==> src/rtl/alu_8bit_if.sv <==
// Operand/select and result/flag bundle for the 8-bit ALU.
//   A, B   : unsigned operands (master -> slave)
//   Sel    : operation select (master -> slave)
//   Su     : registered result (slave -> master)
//   Z,C,S,P: registered zero/carry/sign/even-parity flags (slave -> master)
interface alu_8bit_if;
    localparam int unsigned DATA_W = 8;
    localparam int unsigned SEL_W  = 4;

    logic [DATA_W-1:0] A;
    logic [DATA_W-1:0] B;
    logic [SEL_W-1:0]  Sel;
    logic [DATA_W-1:0] Su;
    logic              Z;
    logic              C;
    logic              S;
    logic              P;

    modport master (output A, B, Sel, input Su, Z, C, S, P);
    modport slave  (input A, B, Sel, output Su, Z, C, S, P);
endinterface

==> src/rtl/alu_8bit.sv <==
// 8-bit registered ALU: 16 ops on A/B selected by Sel, result and Z/C/S/P flags
// registered one cycle after the operands are sampled.
//   clk : rising-edge clock
//   rst : synchronous active-high reset, clears result and all flags
//   bus : alu_8bit_if slave modport (A, B, Sel in; Su, Z, C, S, P out)
module alu_8bit (
    input  logic       clk,
    input  logic       rst,
    alu_8bit_if.slave  bus
);
    localparam int unsigned DATA_W = 8;
    localparam int unsigned SEL_W  = 4;

    typedef enum logic [SEL_W-1:0] {
        OP_ADD  = 4'h0, OP_SUB  = 4'h1, OP_MUL  = 4'h2, OP_DIV  = 4'h3,
        OP_SHL  = 4'h4, OP_SHR  = 4'h5, OP_ROL  = 4'h6, OP_ROR  = 4'h7,
        OP_AND  = 4'h8, OP_OR   = 4'h9, OP_XOR  = 4'hA, OP_NOR  = 4'hB,
        OP_NAND = 4'hC, OP_XNOR = 4'hD, OP_GT   = 4'hE, OP_EQ   = 4'hF
    } op_e;

    logic [DATA_W-1:0]   su_q, su_d;
    logic                z_q, z_d;
    logic                c_q, c_d;
    logic                s_q, s_d;
    logic                p_q, p_d;

    logic [DATA_W:0]     add_full;
    logic [DATA_W:0]     sub_full;
    logic [2*DATA_W-1:0] mul_full;

    // Full-width arithmetic; the extra bits give carry, borrow and overflow.
    assign add_full = (DATA_W+1)'(bus.A) + (DATA_W+1)'(bus.B);
    assign sub_full = (DATA_W+1)'(bus.A) - (DATA_W+1)'(bus.B);
    assign mul_full = (2*DATA_W)'(bus.A) * (2*DATA_W)'(bus.B);

    // Op decode; flags are derived from the same result that gets registered.
    always_comb begin
        su_d = '0;
        c_d  = 1'b0;
        unique case (op_e'(bus.Sel))
            OP_ADD: begin
                su_d = add_full[DATA_W-1:0];
                c_d  = add_full[DATA_W];
            end
            OP_SUB: begin
                su_d = sub_full[DATA_W-1:0];
                c_d  = sub_full[DATA_W];
            end
            OP_MUL: begin
                su_d = mul_full[DATA_W-1:0];
                c_d  = |mul_full[2*DATA_W-1:DATA_W];
            end
            OP_DIV: begin
                // Divide by zero saturates and raises C.
                if (bus.B == '0) begin
                    su_d = '1;
                    c_d  = 1'b1;
                end else begin
                    su_d = bus.A / bus.B;
                end
            end
            OP_SHL: begin
                su_d = {bus.A[DATA_W-2:0], 1'b0};
                c_d  = bus.A[DATA_W-1];
            end
            OP_SHR: begin
                su_d = {1'b0, bus.A[DATA_W-1:1]};
                c_d  = bus.A[0];
            end
            OP_ROL: begin
                su_d = {bus.A[DATA_W-2:0], bus.A[DATA_W-1]};
                c_d  = bus.A[DATA_W-1];
            end
            OP_ROR: begin
                su_d = {bus.A[0], bus.A[DATA_W-1:1]};
                c_d  = bus.A[0];
            end
            OP_AND:  su_d = bus.A & bus.B;
            OP_OR:   su_d = bus.A | bus.B;
            OP_XOR:  su_d = bus.A ^ bus.B;
            OP_NOR:  su_d = ~(bus.A | bus.B);
            OP_NAND: su_d = ~(bus.A & bus.B);
            OP_XNOR: su_d = ~(bus.A ^ bus.B);
            OP_GT:   su_d = DATA_W'(bus.A > bus.B);
            OP_EQ:   su_d = DATA_W'(bus.A == bus.B);
            default: begin
                su_d = '0;
                c_d  = 1'b0;
            end
        endcase
        z_d = (su_d == '0);
        s_d = su_d[DATA_W-1];
        p_d = ~^su_d;
    end

    // Output register stage; reset overrides any op.
    always_ff @(posedge clk) begin
        if (rst) begin
            su_q <= '0;
            z_q  <= 1'b0;
            c_q  <= 1'b0;
            s_q  <= 1'b0;
            p_q  <= 1'b0;
        end else begin
            su_q <= su_d;
            z_q  <= z_d;
            c_q  <= c_d;
            s_q  <= s_d;
            p_q  <= p_d;
        end
    end

    assign bus.Su = su_q;
    assign bus.Z  = z_q;
    assign bus.C  = c_q;
    assign bus.S  = s_q;
    assign bus.P  = p_q;
endmodule

==> src/flat_wrapper.sv <==
// flat-port wrapper written by rule: the top's interface ports become plain ports
module alu_8bit_flat 
  (clk, rst, bus_A, bus_B, bus_Sel, bus_Su, bus_Z, bus_C, bus_S, bus_P);
  alu_8bit_if bus_i ();
  input  logic clk;
  input  logic rst;
  input wire logic [$bits(bus_i.A)-1:0] bus_A;
  input wire logic [$bits(bus_i.B)-1:0] bus_B;
  input wire logic [$bits(bus_i.Sel)-1:0] bus_Sel;
  output wire logic [$bits(bus_i.Su)-1:0] bus_Su;
  output wire logic [$bits(bus_i.Z)-1:0] bus_Z;
  output wire logic [$bits(bus_i.C)-1:0] bus_C;
  output wire logic [$bits(bus_i.S)-1:0] bus_S;
  output wire logic [$bits(bus_i.P)-1:0] bus_P;
  assign bus_i.A = bus_A;
  assign bus_i.B = bus_B;
  assign bus_i.Sel = bus_Sel;
  assign bus_Su = bus_i.Su;
  assign bus_Z = bus_i.Z;
  assign bus_C = bus_i.C;
  assign bus_S = bus_i.S;
  assign bus_P = bus_i.P;
  alu_8bit u_core (.clk(clk), .rst(rst), .bus(bus_i));
endmodule
==> config.mk <==
export PLATFORM = sky130hd
export DESIGN_NAME = alu_8bit_flat
export DESIGN_NICKNAME = d
export VERILOG_FILES = /design/src/rtl/alu_8bit_if.sv /design/src/rtl/alu_8bit.sv /design/src/flat_wrapper.sv
export SDC_FILE = /design/constraint.sdc
export NUM_CORES = 1
export LEC_CHECK = 0
export ABC_AREA = 1
export CAP_MARGIN = 20
export CORE_MARGIN = 2
export CORE_UTILIZATION = 40
export CTS_CLUSTER_SIZE = 14
export DETAILED_ROUTE_END_ITERATION = 12
export GPL_ROUTABILITY_DRIVEN = 0
export PLACE_DENSITY = 0.62
export SYNTH_ARGS = -nofsm -noshare
export SYNTH_HDL_FRONTEND = slang
export SYNTH_SLANG_ARGS = --single-unit
==> constraint.sdc <==
create_clock -name clk -period 26.9 [get_ports clk]
set_clock_uncertainty 0.2 [all_clocks]
set_input_delay 6.725 -clock clk [delete_from_list [all_inputs] [get_ports clk]]
set_output_delay 6.725 -clock clk [all_outputs]
set_load 0.02 [all_outputs]
==> results of run 1 <==
==> cells in the mapped netlist (4+ instances only) <==
| cell type | count | area, sq um |
|---|---|---|
| nor2_1 | 64 | 240 |
| o21ai_1 | 13 | 65.1 |
| nand2_1 | 230 | 863 |
| fa_1 | 38 | 761 |
| nor2_2 | 7 | 43.8 |
| clkbuf_1 | 13 | 48.8 |
| inv_2 | 13 | 48.8 |
| nor2_4 | 6 | 67.6 |
| a21oi_1 | 45 | 225 |
| dfxtp_1 | 11 | 220 |
| nor3_1 | 11 | 55.1 |
| o22ai_1 | 5 | 31.3 |
| o211ai_1 | 9 | 67.6 |
| a21o_1 | 4 | 30.0 |
| ha_1 | 103 | 1290 |
| o21bai_1 | 5 | 37.5 |
| nor4_1 | 4 | 25.0 |
| xnor2_1 | 4 | 35.0 |
| o21ai_0 | 36 | 180 |
| nand4_1 | 16 | 100 |
| nand3_2 | 5 | 50.1 |
| nand2_2 | 8 | 50.1 |
| inv_1 | 200 | 751 |
| xor2_1 | 18 | 158 |
| o21ai_2 | 4 | 35.0 |
| or2_2 | 5 | 31.3 |
| buf_2 | 5 | 25.0 |
| nand3_1 | 60 | 300 |
| and2_1 | 7 | 43.8 |
==> critical path, delay by kind of cell <==
family / cells / cell delay, ns
simple gates: 32 / 3.44
fa+ha+maj: 9 / 2.72
compound gates: 13 / 2.16
buf+inv: 10 / 1.97
xor+xnor: 2 / 0.30
==> final cells by class <==
type,count,area share
sequential,11,0.0329
clock buffer,3,0.0112
timing repair buffer,36,0.0527
tap,188,0.0351
multi-input combinational,728,0.746
clock inverter,1,0.000748
inverter,216,0.121
==> per-stage QoR <==
step,instances,util
2_1_floorplan,978,-
3_3_place_gp,1179,0.438
3_5_place_dp,1179,0.438
4_1_cts,1183,0.444
5_1_grt,1183,0.444
6_report,1183,0.444
==> registers in the layout (all words and copies together) (netlist names) <==
name	count
u_core.bus.C	1
u_core.bus.P	1
u_core.bus.S	1
u_core.bus.Su	7
u_core.bus.Z	1
==> routing by layer <==
metal  up-vias  GRT usage  part of all wire
met1      2737      0.317              0.48
met3        30     0.0175             0.052
li1       3118          -                 -
met5         -          0                 0
met4         0     0.0614             0.024
met2       189      0.355              0.45
==> cell families after synthesis <==
group                    count (synthesis)  synth area share
XOR/XNOR                                22            0.0314
flip-flops                              11            0.0359
adder cells (fa/ha/maj)                141             0.334
buffers and inverters                  239             0.151
AND/OR/NAND/NOR                        430             0.318
AO/OA/AOI/OAI                          135             0.130
==> path summary, 6_finish.rpt <==
| kind | from | endpoint | slack, ns | cells past startpoint |
|---|---|---|---|---|
| worst min-delay path | rst | u_core.bus.Su[6] | 7.04 | 2 |
| worst max-delay path | bus_B[0] | u_core.bus.P | 9.47 | 66 |
==> power groups by stage <==
stage / Sequential (W) / Combinational [W] / Clock, W
5_1_grt: 0.0000193 / 0.000267 / 0.0000283
4_1_cts: 0.0000193 / 0.000230 / 0.0000271
2_1_floorplan: 0.0000222 / 0.000173 / 0
6_report: 0.0000192 / 0.000230 / 0.0000266
3_3_place_gp: 0.0000194 / 0.000227 / 0
3_5_place_dp: 0.0000195 / 0.000228 / 0
==> impl_metrics.py, run 1 <==
metrics = {
    "grt": {
        "grt_util_overall": 0.221,
        "first_global_vias": 5854,
        "grt_pass1_wl_um": 29200,
        "largest_net_degree_at_the_start_of_global_routing": 15,
        "antenna_found_initial": 0,
        "globalRoute.totalOverflow": 0,
    },
    "finish": {
        "final_design_area_no_fill_sq_um": 6690,
        "layout.nets": 1159,
        "fillerInstances": 1608,
        "seq_area_sq_um": 220,
        "drive_gt1_frac": 0.0643,
        "final_common_cell": "nand2_1",
        "area_growth_pct": 9.05,
        "num_antenna_cells": 0,
        "layout.cells.most_common_list": "nand2_1 (230), inv_1 (200), ha_1 (103), nor2_1 (64), nand3_1 (60)",
        "area_occupied_by_multi_input_gates_sq_um": 4990,
    },
    "clock_tree": {
        "cts-root-to-sink-buffers": 2,
        "cts_hold_repair.buffers": 0,
        "clkSlewWorstSetupHoldPaths_ns": 0.04,
        "cts_tree": "yes",
        "clock_sinks": 11,
        "numCtsBuffers": 3,
        "postCtsSetupRepairBufs": 0,
        "post_cts.resized_instances": 0,
        "max_h_tree_level": 1,
        "clock_tree.root_cell": "clkbuf_16",
    },
    "drt": {
        "final_antenna_net_count": 0,
        "post_drt_via_cell_ratio": 5.13,
        "remaining_drc_errors": 0,
        "totalWireLength_um": 17700,
        "first_pass_iters": 5,
        "post_drt_wl_per_cell_um": 15.0,
        "drt_first_iter_violations": 585,
        "dr_total_vias": 6074,
    },
    "timing": {
        "maxSlewHeadroom": 0.412,
        "worst_slew_pin_slew_ns": 0.879,
        "final.min_clock_period_ns": 17.43,
        "fmax_mhz": 57.4,
        "final_max_slew_viol_count": 0,
        "finalHoldWorstSlack_ns": 7.04,
        "grt_setup_unrepaired": "no",
        "portion_of_the_clock_cycle_consumed_by_the_worst_path_in_the_final_layout": 0.648,
        "final-hold-violation-count": 0,
        "setup_viol": 0,
        "setup-tns-final_ns": 0,
        "layout_setup_ws_ns": 9.47,
    },
    "floorplan": {
        "placeableCoreArea_sq_um": 15100,
        "floorplan.initialDensity": 0.407,
        "die_area_sq_um": 16400,
        "ios": 34,
        "row_count": 45,
        "floorplan.die.height_um": 128,
        "die_width_um": 128,
    },
    "power": {
        "power_frac_clock": 0.097,
        "cell_internal_pwr_w": 0.000125,
        "static_leakage_power_nw": 3.83,
        "seq_power_share": 0.070,
        "swShare": 0.547,
        "power.share.combinational": 0.834,
        "p_switching_w": 0.000151,
        "ir_worst_vdd_v": 0.0000278,
        "p_per_area_nw_per_um2": 41.1,
        "power_w": 0.000275,
    },
    "worst_setup_path": {
        "worst_path_max_delay_cell": "clkdlybuf4s50_1",
        "cp_max_fo": 11,
        "worst_path_largest_cell_delay_ns": 0.82,
        "crit_arrival_ns": 17.35,
        "worstSetupEndpointType": "flip-flop",
        "crit_top_cell": "nand2_1",
        "startpoint_type": "input port",
        "timing.setup.critical_path_class": "input port to flip-flop",
        "critical_path_required_ns": 26.81,
    },
    "synth": {
        "synth_edf_count": 0,
        "synthesis.yosys.warnings": 0,
        "syn-cell-area_sq_um": 6140,
        "synthesis.area_per_instance_sq_um": 6.28,
        "number_of_storage_elements_in_the_synthesis_netlist": 11,
        "synth-async-reset-ratio": 0,
        "synthesis.nets": 1141,
        "synth-seq-area-share": 0.0359,
        "synth_cell_types": 51,
        "synthesized_netlist_cell_count": 978,
        "synthFlopType": "dfxtp_1",
    },
    "place": {
        "dp_worst_setup_slack_ns": 9.29,
        "placed_area_sq_um": 6610,
        "numPortBuffers": 33,
        "place.detailed.hpwl_um": 14700,
    },
    "worst_hold_path": {
        "worst_hold_path_type": "input port to flip-flop",
    },
    "run": {
        "maxCapViolCount": 0,
    },
    "run_status": {
        "status": "complete, no violations",
    },
}
Power figures use the tool's default switching activity.
==> inputs of run 2 (changes only) <==
PLACE_DENSITY = 0.64   (was 0.62)
clock period = 14 ns   (was 26.9 ns; I/O delays follow)
==> run 2 against run 1 <==
Worst setup slack worse by 8.6 ns. Design area up 2.4%. Cell count up 1.0%. Via count up 2.6%. Combinational power up 97%.
==> impl_metrics.py, run 2 (synthesis results as in run 1) <==
metrics = {
    "drt": {
        "final_antenna_net_count": 0,
        "drt_first_iter_violations": 533,
        "first_pass_iters": 7,
        "totalWireLength_um": 17800,
        "remaining_drc_errors": 0,
        "dr_total_vias": 6229,
        "post_drt_wl_per_cell_um": 14.9,
        "post_drt_via_cell_ratio": 5.21,
    },
    "timing": {
        "final-hold-violation-count": 0,
        "worst_slew_pin_slew_ns": 0.888,
        "finalHoldWorstSlack_ns": 3.82,
        "final_max_slew_viol_count": 0,
        "fmax_mhz": 76.3,
        "setup_viol": 0,
        "portion_of_the_clock_cycle_consumed_by_the_worst_path_in_the_final_layout": 0.936,
        "maxSlewHeadroom": 0.406,
        "final.min_clock_period_ns": 13.10,
    },
    "grt": {
        "grt_util_overall": 0.222,
        "largest_net_degree_at_the_start_of_global_routing": 15,
        "globalRoute.totalOverflow": 0,
        "first_global_vias": 5934,
        "antenna_found_initial": 0,
        "grt_pass1_wl_um": 29300,
    },
    "clock_tree": {
        "cts_tree": "yes",
        "max_h_tree_level": 1,
        "clock_tree.root_cell": "clkbuf_16",
        "numCtsBuffers": 3,
        "clock_sinks": 11,
        "cts-root-to-sink-buffers": 2,
        "clkSlewWorstSetupHoldPaths_ns": 0.04,
    },
    "power": {
        "power.share.combinational": 0.836,
        "ir_worst_vdd_v": 0.0000478,
        "p_per_area_nw_per_um2": 79.2,
        "cell_internal_pwr_w": 0.000247,
        "p_switching_w": 0.000296,
        "seq_power_share": 0.068,
        "static_leakage_power_nw": 3.90,
        "power_frac_clock": 0.096,
        "swShare": 0.545,
    },
    "run": {
        "maxCapViolCount": 0,
    },
    "finish": {
        "area_growth_pct": 11.7,
        "num_antenna_cells": 0,
        "postLayoutCoreUtil": 0.454,
        "fillerInstances": 1663,
        "layout.cells.most_common_list": "nand2_1 (227), inv_1 (200), ha_1 (102), nor2_1 (64), nand3_1 (60)",
        "final_common_cell": "nand2_1",
        "largest_register_ffs": 7,
        "drive_gt1_frac": 0.0844,
        "layout.nets": 1171,
    },
    "run_status": {
        "status": "complete, no violations",
    },
    "worst_setup_path": {
        "worst_path_max_delay_cell": "clkdlybuf4s50_1",
        "crit_arrival_ns": 13.02,
        "crit_top_cell": "nand2_1",
        "startpoint_type": "input port",
        "worst_path_largest_cell_delay_ns": 0.49,
        "crit_family": "simple AND/OR/NAND/NOR gates",
        "cp_max_fo": 9,
        "timing.setup.critical_path_class": "input port to flip-flop",
        "critical_path_required_ns": 13.92,
        "worstSetupEndpointType": "flip-flop",
        "worstPathBufferInverterCount": 9,
    },
    "worst_hold_path": {
        "hold_end": "u_core.bus.Z",
        "holdCritStartpoint": "rst",
        "worst_hold_path_type": "input port to flip-flop",
        "worst_hold_path.num_cells": 2,
    },
    "floorplan": {
        "die_width_um": 128,
        "floorplan.initialDensity": 0.407,
        "die_area_sq_um": 16400,
        "row_count": 45,
        "ios": 34,
        "placeableCoreArea_sq_um": 15100,
        "floorplan.die.height_um": 128,
    },
    "place": {
        "numPortBuffers": 33,
        "place.detailed.hpwl_um": 14700,
    },
}
run 2: worst max path at each step:
stage | startpoint | endpoint | slack, ns | depth (start not counted)
2_1_floorplan | bus_B[1] | u_core.bus.P | 1.85 | 66
3_3_place_gp | bus_B[0] | u_core.bus.P | 0.50 | 66
3_5_place_dp | bus_B[0] | u_core.bus.P | 0.29 | 66
4_1_cts | bus_B[0] | u_core.bus.P | 0.52 | 66
5_1_grt | bus_B[0] | u_core.bus.P | -0.009 | 67
6_report | bus_B[0] | u_core.bus.P | 0.90 | 65
run 2: per-stage QoR:
stage | setup TNS [ns] | setup slack (ns) | cells | area (sq um) | total power (W)
CTS | 0 | 0.525 | 1192 | 6760 | 0.000534
finish | 0 | 0.896 | 1195 | 6850 | 0.000543
floorplan | 0 | 1.85 | 978 | 6140 | 0.000374
detailed placement | 0 | 0.294 | 1188 | 6680 | 0.000478
global placement | 0 | 0.500 | 1188 | 6680 | 0.000475
global route | -0.00933 | -0.00933 | 1195 | 6850 | 0.000615
run 2: cell type report:
class                   instances  area [sq um]  area share
inverters                     216           816       0.119
flip-flops and latches         11           220      0.0321
repair buffers                 48           443      0.0646
multi-input cells             728          5060       0.738
well taps                     188           235      0.0343
clock buffers                   4          78.8      0.0115
run 2: routing by layer:
metal	wire length [um]	part of all wire	global-route usage
met1	8070	0.45	0.310
met2	8280	0.47	0.381
met3	1120	0.063	0.0188
met4	317	0.018	0.0349
met5	0	0	0
run 2: power by group through the flow:
stage	Combinational [W]	Clock (W)	Sequential, W
final	0.000454	0.0000521	0.0000369
after global routing	0.000524	0.0000539	0.0000373
after CTS	0.000445	0.0000523	0.0000370
after detailed placement	0.000441	0	0.0000375
after global placement	0.000438	0	0.0000372
after floorplan	0.000332	0	0.0000426
run 2: what timing repair did:
item | CTS | global route
hold endpoints to repair | 0 | 0
endpoints found under the setup margin | 0 | 3
setup buffers | 0 | 3
resized for setup | 0 | 19
hold buffers | 0 | 0
==> inputs of run 3 (changes only) <==
CORE_UTILIZATION = 50   (was 40)
PLACE_DENSITY = 0.76   (was 0.64)
==> run 3 against run 2 <==
Die area shrank 19%. First-iteration DRC count shrank 17%. Largest cell class unchanged. Critical path type unchanged. Clock power shrank 2%.
==> impl_metrics.py, run 3 (synthesis results as in run 1) <==
metrics = {
    "run_status": {
        "status": "complete, no violations",
    },
    "drt": {
        "totalWireLength_um": 17500,
        "topRoutingLayerUsed": "met4",
        "drt_first_iter_violations": 443,
        "remaining_drc_errors": 0,
        "first_pass_iters": 5,
        "post_drt_wl_per_cell_um": 15.1,
        "route.met2.wl_um": 7590,
        "dr_total_vias": 6308,
        "detail_route.wirelength.met1_um": 7770,
        "post_drt_via_cell_ratio": 5.46,
        "detailroute.wirelength.met3_um": 1340,
        "final_antenna_net_count": 0,
    },
    "worst_setup_path": {
        "worstPathBufferInverterCount": 13,
        "crit_arrival_ns": 13.11,
        "startpoint_type": "input port",
        "worst_path_largest_cell_delay_ns": 0.51,
        "timing.setup.critical_path_class": "input port to flip-flop",
        "crit_top_cell": "nand2_1",
        "crit_family": "simple AND/OR/NAND/NOR gates",
        "cp_max_fo": 9,
        "worst_path_max_delay_cell": "clkdlybuf4s50_1",
        "worstSetupEndpointType": "flip-flop",
        "critical_path_required_ns": 13.91,
    },
    "worst_hold_path": {
        "worst_hold_path_type": "input port to flip-flop",
        "worst_hold_path.num_cells": 2,
        "hold_end": "u_core.bus.Su[5]",
        "holdCritStartpoint": "rst",
    },
    "finish": {
        "drive_gt1_frac": 0.0863,
        "layout.nets": 1172,
        "layout.cells.most_common_list": "nand2_1 (229), inv_1 (200), ha_1 (101), nor2_1 (64), nand3_1 (60)",
        "area_growth_pct": 11.0,
        "num_antenna_cells": 0,
        "post_layout_nonfiller_instances": 1155,
        "largest_register_ffs": 7,
        "final_common_cell": "nand2_1",
        "fillerInstances": 1186,
        "final_design_area_no_fill_sq_um": 6820,
    },
    "floorplan": {
        "placeableCoreArea_sq_um": 12000,
        "die_area_sq_um": 13200,
        "ios": 34,
        "row_count": 40,
        "die_width_um": 115,
        "floorplan.die.height_um": 115,
        "floorplan.initialDensity": 0.511,
    },
    "grt": {
        "globalRoute.totalOverflow": 0,
        "grt_pass1_wl_um": 28600,
        "first_global_vias": 5943,
        "antenna_found_initial": 0,
        "largest_net_degree_at_the_start_of_global_routing": 15,
        "grt_util_overall": 0.270,
    },
    "run": {
        "maxCapViolCount": 0,
    },
    "timing": {
        "final_max_slew_viol_count": 0,
        "setup_viol": 0,
        "final.min_clock_period_ns": 13.21,
        "worst_slew_pin_slew_ns": 0.766,
        "setup-tns-final_ns": 0,
        "final-hold-violation-count": 0,
        "layout_setup_ws_ns": 0.793,
        "maxSlewHeadroom": 0.487,
        "fmax_mhz": 75.7,
        "portion_of_the_clock_cycle_consumed_by_the_worst_path_in_the_final_layout": 0.943,
    },
    "clock_tree": {
        "clock_tree.root_cell": "clkbuf_16",
        "cts_tree": "yes",
        "cts-root-to-sink-buffers": 2,
        "max_h_tree_level": 1,
        "clock_sinks": 11,
        "clkSlewWorstSetupHoldPaths_ns": 0.04,
        "numCtsBuffers": 3,
        "cts_hold_repair.buffers": 0,
    },
    "place": {
        "placed_area_sq_um": 6620,
        "place.detailed.instances": 1146,
        "numPortBuffers": 33,
        "dp_worst_setup_slack_ns": 0.339,
        "place.detailed.hpwl_um": 14200,
    },
    "power": {
        "static_leakage_power_nw": 3.91,
        "p_per_area_nw_per_um2": 79.6,
        "ir_worst_vdd_v": 0.0000355,
        "power_w": 0.000542,
    },
}
## run 3: worst max-delay path by stage
stage,from,to,slack [ns],cells past startpoint
2_1_floorplan,bus_B[1],u_core.bus.P,1.85,66
5_1_grt,bus_B[0],u_core.bus.P,-0.05,69
3_3_place_gp,bus_B[0],u_core.bus.P,0.65,66
4_1_cts,bus_B[0],u_core.bus.P,0.45,67
3_5_place_dp,bus_B[0],u_core.bus.P,0.34,67
6_report,bus_B[0],u_core.bus.P,0.79,69
## run 3: area by class of cell
class / instances / area, sq um / area share
multi-input cells: 728 / 5070 / 0.743
inverters: 216 / 818 / 0.120
well taps: 147 / 184 / 0.0270
repair buffers: 49 / 448 / 0.0657
clock buffers: 4 / 78.8 / 0.0116
flip-flops and latches: 11 / 220 / 0.0323
## run 3: metrics by stage
stage	util	hold slack [ns]
2_1_floorplan	-	3.56
3_3_place_gp	0.551	4.04
3_5_place_dp	0.551	4.04
4_1_cts	0.558	3.80
5_1_grt	0.568	3.87
6_report	0.568	3.80
## run 3: per-layer routing
metal | vias up | global-route usage
met2 | 266 | 0.435
met3 | 55 | 0.0322
met4 | 0 | 0.100
li1 | 3141 | -
met5 | - | 0
met1 | 2846 | 0.373
## run 3: what timing repair did
action | CTS | global route
setup endpoints to repair | 0 | 2
buffers inserted | 0 | 5
gates resized for setup | 0 | 21
## run 3: power breakdown
group	internal, W	total (W)	switching, W
combinational	0.000174	0.000455	0.000281
clock	0.0000381	0.0000508	0.0000127
sequential	0.0000357	0.0000367	0.000000995
total	0.000248	0.000542	0.000295
